**src/rtl/touch_adc_reader.sv**
```systemverilog
// touch_adc_reader
//   SPI initiator for an AD7843-class touch-screen ADC. After penirq_n has
//   stayed low long enough, it repeatedly reads 12-bit X and Y while the pen
//   is held. It publishes clamped, scaled coordinates with a one-clock
//   enable strobe.
//
// Ports
//   clk       system clock
//   reset     synchronous, active-high reset
//   penirq_n  pen interrupt from the ADC, low = touched (already synchronised)
//   adc_dout  ADC serial data out
//   adc_cs_n  ADC chip select, active low
//   adc_dclk  ADC serial clock (clk / (2*CLK_DIV))
//   adc_din   ADC serial data in (command byte, MSB first)
//   tor_x     X coordinate, raw_x[11:2] clamped to X_MAX
//   tor_y     Y coordinate, raw_y[11:3] clamped to Y_MAX
//   clcount   press phase: 0 none, 1 first sample, 2 held sample, 3 release
//   enable    one-clock strobe: tor_x/tor_y/clcount updated this cycle
module touch_adc_reader #(
  parameter int unsigned CLK_DIV      = 16,
  parameter int unsigned DEBOUNCE_CYC = 50000,
  parameter int unsigned SAMPLE_GAP   = 250000,
  parameter logic [7:0]  CMD_X        = 8'hD0,
  parameter logic [7:0]  CMD_Y        = 8'h90,
  parameter logic [9:0]  X_MAX        = 10'd799,
  parameter logic [8:0]  Y_MAX        = 9'd479
) (
  input  logic       clk,
  input  logic       reset,
  input  logic       penirq_n,
  input  logic       adc_dout,
  output logic       adc_cs_n,
  output logic       adc_dclk,
  output logic       adc_din,
  output logic [9:0] tor_x,
  output logic [8:0] tor_y,
  output logic [1:0] clcount,
  output logic       enable
);

  localparam int unsigned DIV_W   = (CLK_DIV > 1) ? $clog2(CLK_DIV) : 1;
  localparam int unsigned CNT_MAX = (DEBOUNCE_CYC > SAMPLE_GAP) ? DEBOUNCE_CYC : SAMPLE_GAP;
  localparam int unsigned CNT_W   = $clog2(CNT_MAX + 1);

  typedef enum logic [2:0] {
    S_IDLE, S_DEBOUNCE, S_CONV_X, S_CONV_Y, S_CHECK, S_PUBLISH, S_WAIT, S_RELEASE
  } state_t;

  state_t state_reg, state_next;

  // Frame timing. A frame is 50 half-periods of CLK_DIV clocks each:
  // halves 0..47 are the 24 DCLK periods (even = low, odd = high),
  // half 48 is the low tail with CS still asserted, and half 49 is CS high.
  logic [DIV_W-1:0] div_reg;
  logic [5:0]       half_reg;
  logic [CNT_W-1:0] cnt_reg;

  logic [11:0] shift_reg;
  logic [11:0] raw_x_reg;
  logic [11:0] raw_y_reg;
  logic        published_reg;

  logic in_frame;
  logic frame_last;
  logic rise_edge;
  logic data_rise;
  logic sample_valid;
  logic [7:0] cmd_sel;

  logic cs_n_next;
  logic dclk_next;
  logic din_next;
  logic pub_strobe;
  logic rel_strobe;

  logic [9:0] sx;
  logic [8:0] sy;
  logic [9:0] tor_x_next;
  logic [8:0] tor_y_next;

  assign in_frame   = (state_reg == S_CONV_X) || (state_reg == S_CONV_Y);
  assign frame_last = in_frame && (half_reg == 6'd49) && (div_reg == DIV_W'(CLK_DIV - 1));
  assign cmd_sel    = (state_reg == S_CONV_X) ? CMD_X : CMD_Y;

  // Output registers lag the counters by one clock. The edge that leaves
  // the first clock of an odd half is therefore the edge on which adc_dclk
  // goes 0->1. adc_dout is captured on that same edge.
  assign rise_edge = in_frame && half_reg[0] && (half_reg < 6'd48) && (div_reg == '0);
  // Rise index = half_reg[5:1]. Rises 9..20 carry raw[11:0], MSB first.
  assign data_rise = rise_edge && (half_reg[5:1] >= 5'd9) && (half_reg[5:1] <= 5'd20);

  assign sample_valid = (raw_x_reg != 12'h000) && (raw_x_reg != 12'hFFF) &&
                        (raw_y_reg != 12'h000) && (raw_y_reg != 12'hFFF);

  assign sx         = raw_x_reg[11:2];
  assign sy         = raw_y_reg[11:3];
  assign tor_x_next = (sx > X_MAX) ? X_MAX : sx;
  assign tor_y_next = (sy > Y_MAX) ? Y_MAX : sy;

  // State register
  always_ff @(posedge clk) begin
    if (reset) begin
      state_reg <= S_IDLE;
    end else begin
      state_reg <= state_next;
    end
  end

  // Next-state logic. penirq_n is not examined during the conversions,
  // because the ADC disturbs it while converting.
  always_comb begin
    state_next = state_reg;
    unique case (state_reg)
      S_IDLE:     if (!penirq_n) state_next = S_DEBOUNCE;
      S_DEBOUNCE: begin
        if (penirq_n) begin
          state_next = S_IDLE;
        end else if (cnt_reg == CNT_W'(DEBOUNCE_CYC - 1)) begin
          state_next = S_CONV_X;
        end
      end
      S_CONV_X:   if (frame_last) state_next = S_CONV_Y;
      S_CONV_Y:   if (frame_last) state_next = S_CHECK;
      S_CHECK:    state_next = sample_valid ? S_PUBLISH : S_WAIT;
      S_PUBLISH:  state_next = S_WAIT;
      S_WAIT: begin
        if (cnt_reg == CNT_W'(SAMPLE_GAP - 1)) begin
          state_next = penirq_n ? S_RELEASE : S_CONV_X;
        end
      end
      S_RELEASE:  state_next = S_IDLE;
      default:    state_next = S_IDLE;
    endcase
  end

  // Output decode from the current state and counters. It is registered
  // below, so the pins stay glitch-free.
  always_comb begin
    cs_n_next  = 1'b1;
    dclk_next  = 1'b0;
    din_next   = 1'b0;
    pub_strobe = 1'b0;
    rel_strobe = 1'b0;
    if (in_frame) begin
      cs_n_next = (half_reg >= 6'd49);
      if (half_reg < 6'd48) begin
        dclk_next = half_reg[0];
      end
      // Command bit k is held across both halves of DCLK period k. It can
      // therefore change only on the edge where DCLK returns low.
      if (half_reg[5:4] == 2'b00) begin
        din_next = cmd_sel[3'd7 - half_reg[3:1]];
      end
    end
    if (state_reg == S_PUBLISH) pub_strobe = 1'b1;
    if ((state_reg == S_RELEASE) && published_reg) rel_strobe = 1'b1;
  end

  // Counters and sample datapath
  always_ff @(posedge clk) begin
    if (reset) begin
      div_reg       <= '0;
      half_reg      <= '0;
      cnt_reg       <= '0;
      shift_reg     <= '0;
      raw_x_reg     <= '0;
      raw_y_reg     <= '0;
      published_reg <= 1'b0;
    end else begin
      if (!in_frame || frame_last) begin
        div_reg  <= '0;
        half_reg <= '0;
      end else if (div_reg == DIV_W'(CLK_DIV - 1)) begin
        div_reg  <= '0;
        half_reg <= half_reg + 6'd1;
      end else begin
        div_reg <= div_reg + DIV_W'(1);
      end

      // One counter serves both the debounce and the inter-sample gap. It
      // restarts whenever the state changes, so a pen bounce in DEBOUNCE
      // (which returns to IDLE) always starts the count afresh.
      if (((state_reg == S_DEBOUNCE) || (state_reg == S_WAIT)) && (state_next == state_reg)) begin
        cnt_reg <= cnt_reg + CNT_W'(1);
      end else begin
        cnt_reg <= '0;
      end

      // Exactly 12 bits are shifted per frame, so the register needs no
      // clearing between frames.
      if (data_rise) begin
        shift_reg <= {shift_reg[10:0], adc_dout};
      end
      if (frame_last && (state_reg == S_CONV_X)) raw_x_reg <= shift_reg;
      if (frame_last && (state_reg == S_CONV_Y)) raw_y_reg <= shift_reg;

      if (state_reg == S_IDLE) begin
        published_reg <= 1'b0;
      end else if (state_reg == S_PUBLISH) begin
        published_reg <= 1'b1;
      end
    end
  end

  // Registered outputs
  always_ff @(posedge clk) begin
    if (reset) begin
      adc_cs_n <= 1'b1;
      adc_dclk <= 1'b0;
      adc_din  <= 1'b0;
      tor_x    <= '0;
      tor_y    <= '0;
      clcount  <= '0;
      enable   <= 1'b0;
    end else begin
      adc_cs_n <= cs_n_next;
      adc_dclk <= dclk_next;
      adc_din  <= din_next;
      enable   <= pub_strobe || rel_strobe;
      if (pub_strobe) begin
        tor_x   <= tor_x_next;
        tor_y   <= tor_y_next;
        clcount <= published_reg ? 2'd2 : 2'd1;
      end else if (rel_strobe) begin
        clcount <= 2'd3;
      end else if (enable && (clcount == 2'd3)) begin
        // The release tag lasts only for its strobe cycle.
        clcount <= 2'd0;
      end
    end
  end

endmodule

```
**config.mk**
```make
export PLATFORM = sky130hd
export DESIGN_NAME = touch_adc_reader
export DESIGN_NICKNAME = d
export VERILOG_FILES = /design/src/rtl/touch_adc_reader.sv
export SDC_FILE = /design/constraint.sdc
export NUM_CORES = 1
export LEC_CHECK = 0
export CAP_MARGIN = 15
export CORE_ASPECT_RATIO = 0.8
export CORE_MARGIN = 8
export CORE_UTILIZATION = 40
export DETAILED_ROUTE_END_ITERATION = 16
export GPL_ROUTABILITY_DRIVEN = 0
export PLACE_DENSITY = 0.59
export SETUP_SLACK_MARGIN = 0.15
export SYNTH_ARGS = -nofsm -noshare
export SYNTH_HDL_FRONTEND = slang
export SYNTH_SLANG_ARGS = --single-unit
```
**constraint.sdc**
```tcl
create_clock -name clk -period 2.6 [get_ports clk]
set_input_delay 0.26 -clock clk [delete_from_list [all_inputs] [get_ports clk]]
set_output_delay 0.26 -clock clk [all_outputs]
set_load 0.01 [all_outputs]
```
==> flow_metrics.env <==
export IMPL_period_needed_ps=2160
export IMPL_p_leak_nw=1.68
export IMPL_portBuffers=28
export IMPL_period_share_pct=83.1
export IMPL_finalSetupViolations=0
export IMPL_n_fill_cell=954
export IMPL_htreeDepth=3
export IMPL_r2r_end="cnt_reg[8]"
export IMPL_grt_pass1_wl_microns=13700
export IMPL_tns_ps=0
export IMPL_ys_flop_type="dfxtp_1"
export IMPL_placementRows=32
export IMPL_grt_use_total_pct=12.6
export IMPL_skew_ps=9.76
export IMPL_worstSetupEndpointType="register"
export IMPL_pwr_share_clk_pct=47.6
export IMPL_power_frac_seq_pct=51.0
export IMPL_swShare_pct=21.1
export IMPL_yosys_warnings=0
export IMPL_fp_dieH_microns=104
export IMPL_finalPower_mw=2.81
export IMPL_rr_worst_depth=6
export IMPL_area_growth_pct=17.2
export IMPL_synth_cell_type_count=48
export IMPL_post_synth_top_area_fraction_pct=48.0
export IMPL_hold_viol=0
export IMPL_maxSlewHeadroom_pct=51.4
export IMPL_routed_wl_microns=8040
export IMPL_cts_buffer_depth=2
export IMPL_boundaryPins=29
export IMPL_antenna_left=0
export IMPL_p_int_mw=2.22
export IMPL_cts_tree="yes"
export IMPL_crit_required_ps=2810
export IMPL_cp_start_kind="register"
export IMPL_worst_hold_path_type="input pin to register"
export IMPL_p_comb_share_pct=1.4
export IMPL_die_area_sq_mm=0.0131
export IMPL_min_from="reset"
export IMPL_diodes=0
export IMPL_drv_cap=0
export IMPL_pwr_density_cell_mw_per_mm2=618
export IMPL_slew_violations=0
export IMPL_clk_latency_ps=340
export IMPL_placedCellCount=577
export IMPL_top_layer="met4"
export IMPL_hold_end="enable"
export IMPL_critPathMaxFanout=18
export IMPL_yosys_area_top_type="dfxtp_1"
export IMPL_timing_reg2reg_setup_slack_ps=440
export IMPL_vias=3105
export IMPL_wl_met1_microns=4350
export IMPL_fmax_ghz=0.463
export IMPL_synth_edf_count=0
export IMPL_cts_root_buffer="clkbuf_16"
export IMPL_dr_first_iter_drc_count=180
export IMPL_synthCells=447
export IMPL_mostFrequentLayoutCell="dfxtp_1"
export IMPL_grt_ovfl_total=0
export IMPL_vdd_drop_max_uv=261
export IMPL_synth_avg_cell_area_sq_um=8.68
export IMPL_holdBufCountCts=0
export IMPL_wl_met3_microns=431
export IMPL_post_route_drc_count=0
export IMPL_largest_reg_flops=18
export IMPL_synthesis_nets=457
export IMPL_dpl_hpwl_microns=5640
export IMPL_numClockSinks=93
export IMPL_ys_seq_area_share_pct=48.0
export IMPL_syn_area_sq_mm=0.00388
export IMPL_r2r_start="cnt_reg[0]"
export IMPL_cts_setup_buffers=0
export IMPL_synth_area_leaders="dfxtp_1, nor2_1, mux2i_1, nand2_1, a21oi_1"
export IMPL_coreArea_sq_mm=0.00953
export IMPL_final_cell_mix="dfxtp_1, nor2_1, nand2_1"
export IMPL_critPathKind="register to register"
export IMPL_clkTransAtPathRegs_ps=70
export IMPL_die_width_microns=126
export IMPL_route_met2_wl_microns=3170
export IMPL_hold_path_depth=3
export IMPL_cts_resized=0
export IMPL_p_switching_mw=0.592
export IMPL_grt_max_degree=35
export IMPL_fin_cells=593
export IMPL_status="completed"
export IMPL_drive_gt1_share_pct=6.33
export IMPL_cts_buffers=9
export IMPL_tightest_slew_ps=729
export IMPL_antenna_found_initial=0
export IMPL_start_util_pct=40.7
export IMPL_grt_setup_unrepaired="false"
export IMPL_wl_per_cell_microns=13.6
export IMPL_nNetsFinal=479
export IMPL_grt_pass1_vias=2812
export IMPL_dr_pass1_iters=4
export IMPL_critPathArrivalTime_ps=2370
export IMPL_ys_seq_elements=93
export IMPL_viasPerCell=5.24
export IMPL_async_flop_share_pct=0
## through the flow
stage	worst slack, ps	cell area (sq um)	util [%]	hold WS (ps)
after global placement	527	4240	44.5	427
after CTS	407	4550	47.7	434
after detailed placement	437	4240	44.5	440
after floorplan	693	3880	-	402
after global routing	239	4550	47.7	452
final	440	4550	47.7	433
## worst max-delay path: stages (launching register included)
cell and delay, ps:
dfxtp_1 350, ha_1 230, and3_1 230, nand3_2 120
or4_4 570, a2bb2oi_4 420, nor2_1 100
## synthesized netlist by cell type (2+ instances only)
cell and number:
or4b_2 2, and2_1 2, nor2b_1 3, nand4_1 12
o21ai_0 9, nand2_1 58, xor2_1 10, buf_1 2
clkbuf_1 12, nor2_1 76, ha_1 6, and3_1 7
nand2b_1 2, nor3_1 15, nor4_1 7, a21oi_1 30
o22ai_1 5, dfxtp_1 93, nor4b_1 4, buf_2 6
buf_6 2, xnor2_1 11, nand3_1 14, mux2i_1 24
o211ai_1 2, inv_1 8, nand4b_1 3, or3_1 2
## final cells by class
| cell class | count | area (sq um) | share of cell area (%) |
|---|---|---|---|
| Clock buffer | 10 | 239 | 5.26 |
| Clock inverter | 6 | 70.1 | 1.54 |
| Inverter | 8 | 30.0 | 0.660 |
| Multi-Input combinational cell | 323 | 1880 | 41.3 |
| Sequential cell | 93 | 1860 | 40.9 |
| Tap cell | 119 | 149 | 3.27 |
| Timing Repair Buffer | 34 | 320 | 7.04 |
## power by group through the flow
stage | logic (mW) | clock network (mW) | registers (mW)
2_1_floorplan | 0.0380 | 0 | 1.46
3_3_place_gp | 0.0411 | 0 | 1.47
3_5_place_dp | 0.0415 | 0 | 1.47
4_1_cts | 0.0415 | 1.36 | 1.43
5_1_grt | 0.0448 | 1.42 | 1.43
6_report | 0.0402 | 1.34 | 1.43
## routing by layer
layer  vias to the layer above  GRT usage, %
met2                        59          17.6
li1                       1594             -
met4                         0          4.37
met1                      1444          17.5
met3                         8          4.35
met5                         -             0
## how the worst max path moves through the flow
| stage | startpoint | to | slack (ps) | depth (start not counted) |
|---|---|---|---|---|
| floorplan | cnt_reg[0] | cnt_reg[4] | 690 | 7 |
| global placement | cnt_reg[0] | cnt_reg[3] | 530 | 6 |
| detailed placement | cnt_reg[0] | cnt_reg[8] | 440 | 6 |
| CTS | cnt_reg[0] | cnt_reg[8] | 410 | 6 |
| global route | cnt_reg[0] | cnt_reg[17] | 240 | 6 |
| finish | cnt_reg[0] | cnt_reg[8] | 440 | 6 |
## logic make-up (layout without fill, tap and decap cells)
group	after synthesis	in the layout	synth area share, %
flops	93	93	48.0
simple gates	215	215	26.5
compound gates	57	57	9.06
mux	24	24	6.19
xor+xnor	21	21	4.74
buf+inv	31	58	3.61
fa+ha+maj	6	6	1.94
No activity file was read; power rests on OpenSTA's default activity.
